`config.mk`:
```
export PLATFORM = sky130hd
export DESIGN_NAME = scale_gen_lanes
export DESIGN_NICKNAME = d
export VERILOG_FILES = /design/src/rtl/scale_gen_lanes.sv
export SDC_FILE = /design/constraint.sdc
export NUM_CORES = 2
export LEC_CHECK = 0
export CAP_MARGIN = 25
export CORE_ASPECT_RATIO = 0.8
export CORE_MARGIN = 1.5
export CORE_UTILIZATION = 55
export CTS_BUF_LIST = sky130_fd_sc_hd__clkbuf_2
export CTS_CLUSTER_DIAMETER = 40
export CTS_CLUSTER_SIZE = 24
export DETAILED_ROUTE_END_ITERATION = 8
export GPL_ROUTABILITY_DRIVEN = 1
export GPL_TIMING_DRIVEN = 1
export PLACE_DENSITY = 0.8
export SLEW_MARGIN = 10
export SYNTH_ARGS = -nofsm -noshare
export SYNTH_HDL_FRONTEND = slang
export SYNTH_SLANG_ARGS = --single-unit
```
`constraint.sdc`:
```
create_clock -name clk -period 30.8 [get_ports clk]
set_input_delay 7.7 -clock clk [delete_from_list [all_inputs] [get_ports clk]]
set_output_delay 7.7 -clock clk [all_outputs]
set_load 0.01 [all_outputs]
```
`src/rtl/scale_gen_lanes.sv`:
```
// Per-lane multiplier scale generator (gemm/div/exp/log); 2-cycle latency, 1 txn/cycle.
// Two-stage valid/ready pipeline: a stalled output holds both stages, in_ready_o follows out_ready_i combinationally.
module scale_gen_lanes #(
  parameter int INT_BW = 5,
  parameter int FRA_BW = 10,
  parameter int MUL_BW = 16,
  parameter int LANES  = 4,
  parameter int SH_BW  = $clog2(MUL_BW)
) (
  input  logic                    clk,
  input  logic                    rst,
  input  logic [1:0]              mode_i,
  input  logic                    in_valid_i,
  output logic                    in_ready_o,
  input  logic [LANES*MUL_BW-1:0] x_i,
  input  logic [LANES*MUL_BW-1:0] y_i,
  output logic                    out_valid_o,
  input  logic                    out_ready_i,
  output logic [LANES*MUL_BW-1:0] scale_o,
  output logic [LANES-1:0]        dz_o,
  output logic                    err_o,
  input  logic                    err_clr_i,
  input  logic                    lut_we_i,
  input  logic [INT_BW-1:0]       lut_addr_i,
  input  logic [MUL_BW-1:0]       lut_data_i
);
  localparam int DEPTH = 1 << INT_BW;
  localparam logic [1:0] MODE_GEMM = 2'b00;
  localparam logic [1:0] MODE_DIV  = 2'b01;
  localparam logic [1:0] MODE_EXP  = 2'b10;
  localparam logic [MUL_BW-1:0] LUT_ONE = {{(MUL_BW-1){1'b0}}, 1'b1} << FRA_BW;
  localparam logic [MUL_BW-1:0] SAT_POS = {1'b0, {(MUL_BW-1){1'b1}}};
  localparam logic [MUL_BW-1:0] SAT_NEG = {1'b1, {(MUL_BW-1){1'b0}}};

  logic [MUL_BW-1:0] lut_q [DEPTH];

  logic              v1_q, v2_q, en1, en2, acc;
  logic [1:0]        mode1_q;
  logic [LANES-1:0]  s1_q, s1_d, z1_q, z1_d;
  logic [SH_BW-1:0]  p1_q [LANES];
  logic [SH_BW-1:0]  p1_d [LANES];
  logic [MUL_BW-1:0] y1_q [LANES];
  logic [MUL_BW-1:0] y1_d [LANES];
  logic [MUL_BW-1:0] lw1_q [LANES];
  logic [MUL_BW-1:0] lw1_d [LANES];
  logic [MUL_BW-1:0] x_l [LANES];
  logic [MUL_BW-1:0] m_l [LANES];

  logic signed [MUL_BW-1:0] q_l [LANES];
  logic [MUL_BW-1:0] scale2_q [LANES];
  logic [MUL_BW-1:0] scale2_d [LANES];
  logic [LANES-1:0]  dz2_q, dz2_d;
  logic              err_q, err_d;

  assign en2        = !v2_q || out_ready_i;
  assign en1        = !v1_q || en2;
  assign in_ready_o = en1;
  assign acc        = in_valid_i && en1;

  // Lookup uses the pre-write LUT contents, so a same-cycle write is seen only by later transactions.
  always_comb begin
    for (int k = 0; k < LANES; k++) begin
      x_l[k]   = x_i[k*MUL_BW +: MUL_BW];
      y1_d[k]  = y_i[k*MUL_BW +: MUL_BW];
      s1_d[k]  = x_l[k][MUL_BW-1];
      m_l[k]   = s1_d[k] ? -x_l[k] : x_l[k];
      z1_d[k]  = (m_l[k] == '0);
      p1_d[k]  = '0;
      for (int i = 0; i < MUL_BW; i++) begin
        if (m_l[k][i]) p1_d[k] = SH_BW'(i);
      end
      lw1_d[k] = lut_q[x_l[k][FRA_BW +: INT_BW]];
    end
  end

  always_comb begin
    for (int k = 0; k < LANES; k++) begin
      q_l[k]      = $signed(y1_q[k]) >>> p1_q[k];
      dz2_d[k]    = 1'b0;
      scale2_d[k] = '0;
      case (mode1_q)
        MODE_GEMM: scale2_d[k] = '0;
        MODE_DIV: begin
          if (z1_q[k]) begin
            dz2_d[k]    = 1'b1;
            scale2_d[k] = y1_q[k][MUL_BW-1] ? SAT_NEG : SAT_POS;
          end else begin
            scale2_d[k] = s1_q[k] ? $unsigned(-q_l[k]) : $unsigned(q_l[k]);
          end
        end
        MODE_EXP: scale2_d[k] = lw1_q[k];
        default:  scale2_d[k] = '1;
      endcase
    end
  end

  // Set has priority over clear so a flagged transfer is never lost.
  always_comb begin
    err_d = err_q;
    if (err_clr_i) err_d = 1'b0;
    if (v2_q && out_ready_i && (|dz2_q)) err_d = 1'b1;
  end

  always_ff @(posedge clk or posedge rst) begin
    if (rst) begin
      for (int a = 0; a < DEPTH; a++) lut_q[a] <= LUT_ONE;
    end else if (lut_we_i) begin
      lut_q[lut_addr_i] <= lut_data_i;
    end
  end

  always_ff @(posedge clk or posedge rst) begin
    if (rst) begin
      v1_q    <= 1'b0;
      v2_q    <= 1'b0;
      mode1_q <= MODE_GEMM;
      s1_q    <= '0;
      z1_q    <= '0;
      dz2_q   <= '0;
      err_q   <= 1'b0;
      for (int k = 0; k < LANES; k++) begin
        p1_q[k]     <= '0;
        y1_q[k]     <= '0;
        lw1_q[k]    <= '0;
        scale2_q[k] <= '0;
      end
    end else begin
      err_q <= err_d;
      if (en1) v1_q <= in_valid_i;
      if (acc) begin
        mode1_q <= mode_i;
        s1_q    <= s1_d;
        z1_q    <= z1_d;
        p1_q    <= p1_d;
        y1_q    <= y1_d;
        lw1_q   <= lw1_d;
      end
      if (en2) v2_q <= v1_q;
      if (en2 && v1_q) begin
        scale2_q <= scale2_d;
        dz2_q    <= dz2_d;
      end
    end
  end

  always_comb begin
    for (int k = 0; k < LANES; k++) scale_o[k*MUL_BW +: MUL_BW] = scale2_q[k];
  end

  assign out_valid_o = v2_q;
  assign dz_o        = dz2_q;
  assign err_o       = err_q;

endmodule

```
**After elaboration in Yosys (flattened, before gate mapping)**

Index checks and enable logic that the tools add are counted.

- $add $sub $neg: 8
- Order comparisons: 6
- Eq/ne operators: 2
- Shifts and indexed selects: 4
- Muxes and demuxes: 105
- Bitwise logic cells: 5
- Reduce and logical (&&, ||, !) cells: 16

Operators by type and width:

| cell | number |
|---|---|
| bitwise mux 512 bit | 1 |
| two-way mux 16 bit | 25 |
| binary-select mux 16 bit (select 5 bit) | 4 |
| two-way mux 4 bit | 56 |
| case mux 16 bit (3 select lines) | 4 |
| negator 16 bit | 8 |
| demux 16 bit (select 5 bit) | 1 |
| zero test 16 bit | 4 |
| >>> shifter 16 x 4 -> 16 bit | 4 |
| greater-or-equal comparator 6 bit, second input constant | 5 |
| NOT 5 -> 6 bit | 5 |
| two-way mux 1 bit | 14 |
| < comparator 6 x 1 -> 1 bit, second input constant | 1 |
| logical AND 1 bit | 5 |
| OR reduction 4 bit | 1 |
| == test 2 x 1 -> 1 bit, second input constant | 1 |
| == test 2 bit, second input constant | 1 |
| zero test 1 bit | 2 |
| zero test 2 bit | 1 |
| logical OR 1 bit | 2 |
| nonzero test 2 bit | 1 |

- Register bits after elaboration: 737
- Input bits: 157
- Output and inout port bits: 71
- Logic and storage cells: 201

**Depth between registers and ports, before layout**

- Depth after elaboration: 17
- Mapped depth: 14
- Mapped depth without buffers: 12

**Worst setup path after synthesis**

OpenSTA, ideal clock, no wires.

- Path kind: in2out
- Start: input port out_ready_i
- End: output port in_ready_o
- Arrival time: 7,924 ps
- Data required time: 23,100 ps
- Setup slack: 15,176 ps
- Stages: 1
- Path buffers: 0
- Cell sequence: nand3b_1

- Longest elaborated chain between the ends: 2

RTL lines:

| what | RTL line | source |
|---|---|---|
| start: declaration | 18 | `input logic out_ready_i,` |
| logical OR 1 bit | 55 | `assign en2 = !v2_q \|\| out_ready_i;` |
| logical OR 1 bit | 56 | `assign en1 = !v1_q \|\| en2;` |
| end: declaration | 14 | `output logic in_ready_o,` |

No other way between the ends.

**Final worst setup path**

Same ends and word-level chain as after synthesis.

==> impl_metrics.env <==
export IMPL_ant_nets=0
export IMPL_met3_usage=0.142
export IMPL_r2r_cells=13
export IMPL_num_rows=100
export IMPL_stdcell_area_um2=56400
export IMPL_end_kind="output port"
export IMPL_post_cts_buffers=0
export IMPL_worstHoldStart="y1_q[48]$_DFFE_PP0P_"
export IMPL_startpoint_type="input port"
export IMPL_syn_num_nets=4297
export IMPL_netlist_area_um2=51900
export IMPL_h_tree_depth=3
export IMPL_dp_hpwl_mm=101
export IMPL_cts_made_buffers=100
export IMPL_final_cells=5460
export IMPL_finalCritPeriodShare=0.543
export IMPL_synth_top_cells_by_area="dfrtp_1 34%, mux4_2 31%, mux2_2 11%"
export IMPL_synthArstFlopShare=1.00
export IMPL_grt_pass1_vias=38300
export IMPL_ys_warn_count=0
export IMPL_cts_hold_buf=0
export IMPL_dpl_cell_area_um2=54700
export IMPL_hold_violations=0
export IMPL_max_freq_ghz=0.0598
export IMPL_track_usage=0.336
export IMPL_path_common_cell="clkdlybuf4s50_1"
export IMPL_final_util=0.606
export IMPL_wl_per_cell_um=29.5
export IMPL_worstReg2RegStart="p1_q[4]$_DFFE_PP0P_"
export IMPL_drt_iter0_drc=5826
export IMPL_placed_cells=5240
export IMPL_crit_path_max_fanout=4
export IMPL_required_ps=23100
export IMPL_drtPass1Iterations=5
export IMPL_dieArea_um2=96200
export IMPL_grt_ovfl_total=0
export IMPL_max_vdd_ir_drop_v=0.0000470
export IMPL_hold_end="y1_q[48]$_DFFE_PP0P_"
export IMPL_clock_skew_ps=119
export IMPL_min_path_cells=2
export IMPL_drcViolationCount=0
export IMPL_drive_above_1_share=0.384
export IMPL_synth_edf_count=0
export IMPL_rr_endpoint="scale_o[46]$_DFFE_PP0P_"
export IMPL_vias_per_cell=7.25
export IMPL_critPathKind="input port to output port"
export IMPL_power_mw=3.10
export IMPL_cts_tree="built"
export IMPL_grt_antenna_before_repair=13
export IMPL_syn_area_per_cell_um2=12.6
export IMPL_ys_seq_area_frac=0.356
export IMPL_fill_cells=7073
export IMPL_dp_slack_ps=14090
export IMPL_initial_core_util=0.557
export IMPL_top_usage_layer="met2"
export IMPL_die_height_um=278
export IMPL_cp_cell_sequence="clkdlybuf4s50_1 -> nand3b_1 -> clkdlybuf4s50_1"
export IMPL_fin_nets=4305
export IMPL_use_met2=0.470
export IMPL_cap_violations=0
export IMPL_portBuffers=227
export IMPL_max_stage_delay_ps=580
export IMPL_cp_arrival_ps=9030
export IMPL_insertion_delay_ps=1420
export IMPL_post_synth_num_cell_types=93
export IMPL_area_growth_pct=8.77
export IMPL_p_leak_nw=22.6
export IMPL_fin_tns_setup_ps=0
export IMPL_vias=39600
export IMPL_switching_share=0.366
export IMPL_tightest_slew_ps=1190
export IMPL_fp_dieW_um=346
export IMPL_clkPwrFrac=0.198
export IMPL_critical_path_slowest_cell="clkdlybuf4s50_1"
export IMPL_grt_pass1_wl_mm=243
export IMPL_ys_ff_latch=737
export IMPL_power_share_combinational=0.348
export IMPL_finalCriticalPeriod_ps=16730
export IMPL_min_delay_path_class="flip-flop to flip-flop"
export IMPL_outcome="finished, final reports clean"
export IMPL_synth_area_leader_cell="dfrtp_1"
export IMPL_clockBufferDepth=3
export IMPL_post_cts_resized=0
export IMPL_slew_viol_final=0
export IMPL_pwr_density_cell_nw_per_um2=54.9
export IMPL_ys_flop_type="dfrtp_1"
export IMPL_wl_mm=161
export IMPL_cts_sinks=737
export IMPL_internal_power_mw=1.96
export IMPL_place_congestion=0.952
export IMPL_met1_usage=0.462
export IMPL_clkTransAtPathRegs_ps=190
export IMPL_fp_coreArea_um2=93200
export IMPL_synth_cells=4132
export IMPL_rrSetupSlack_ps=26850
export IMPL_setup_ws_ps=14070
export IMPL_holdWs_ps=506
export IMPL_finalSetupViolCount=0
export IMPL_synth_top_area_frac=0.340
export IMPL_grt_setup_unrepaired="false"
export IMPL_io_pin_count=228
export IMPL_seq_power_share=0.454
export IMPL_root_buffer="clkbuf_2"
export IMPL_slew_headroom=0.182
export IMPL_grt_max_degree=172
export IMPL_power_switching_mw=1.13
Yosys cell counts, drive strengths merged, types with 37 or more instances:
cell	n
a21oi	88
mux2	529
nand2	468
xor2	37
mux2i	104
dfrtp	705
clkbuf	311
nor2	182
mux4	705
a31oi	50
o21ai	244
inv	48
nor3	42
buf	92
area by class of cell:
class | instances | area (µm²) | share of cell area
multi-input combinational | 2939 | 31700 | 0.562
sequential | 737 | 18500 | 0.327
timing repair buffer | 309 | 3130 | 0.0554
tap | 1224 | 1530 | 0.0271
clock inverter | 78 | 788 | 0.0140
clock buffer | 107 | 536 | 0.00949
inverter | 53 | 206 | 0.00366
antenna | 13 | 32.5 | 0.000576
per-layer routing:
layer  part of all wire  wire length, µm
met4              0.046             7350
met5            0.00040               64
met2               0.43            68400
met1               0.37            59000
met3               0.16            26000
how the worst max path moves through the flow:
stage / startpoint / to / slack [ps] / depth (start not counted)
finish: out_ready_i / in_ready_o / 14070 / 3
global route: out_ready_i / in_ready_o / 14030 / 3
CTS: out_ready_i / in_ready_o / 14080 / 3
detailed placement: out_ready_i / in_ready_o / 14090 / 3
global placement: out_ready_i / in_ready_o / 14090 / 3
floorplan: rst / dz_o[0]$_DFFE_PP0P_ / 2470 / 1
registers in the layout, indices dropped and copies added, names as in the netlist:
name	count
p1_q	16
s1_q	4
lut_q	512
dz_o	4
err_o	1
v1_q	1
y1_q	64
scale_o	64
lw1_q	64
z1_q	4
mode1_q	2
out_valid_o	1
cells in the final DEF (no fill, tap or decap), types with 18 or more instances in the layout:
cell type and n:
a21oi_1 88, buf_4 58, o31ai_1 18, nand2b_1 27, o22ai_1 18, mux2_2 529
o211ai_1 18, o21ai_0 239, xor2_1 37, mux2i_1 104, nor2b_1 21, nand3_1 35
mux4_2 703, xnor2_1 33, dfrtp_1 704, clkdlybuf4s50_1 208, clkbuf_2 107, nor2_1 166
dfstp_2 32, nor3_1 40, a31oi_1 50, inv_1 46, nand2_1 454
cells by family after synthesis:
family                   count (synthesis)  synth area share
adder cells (fa/ha/maj)                  8           0.00193
XOR/XNOR                                70            0.0118
AND/OR/NAND/NOR                        892            0.0769
buffers and inverters                  456            0.0338
flip-flops                             737             0.356
AO/OA/AOI/OAI                          631            0.0784
multiplexers                          1338             0.441
power groups by stage:
| stage | registers, mW | clock network, mW | logic (mW) |
|---|---|---|---|
| after global routing | 1.43 | 0.664 | 1.14 |
| after detailed placement | 1.41 | 0 | 1.05 |
| after floorplan | 1.33 | 0 | 0.789 |
| after CTS | 1.39 | 0.622 | 1.05 |
| after global placement | 1.39 | 0 | 1.02 |
| final | 1.40 | 0.614 | 1.08 |
critical path: cells and delay by family:
kind | cells | cell delay [ps]
AND/OR/NAND/NOR | 1 | 240
buffers and inverters | 2 | 1090
Power figures use the tool's default switching activity.
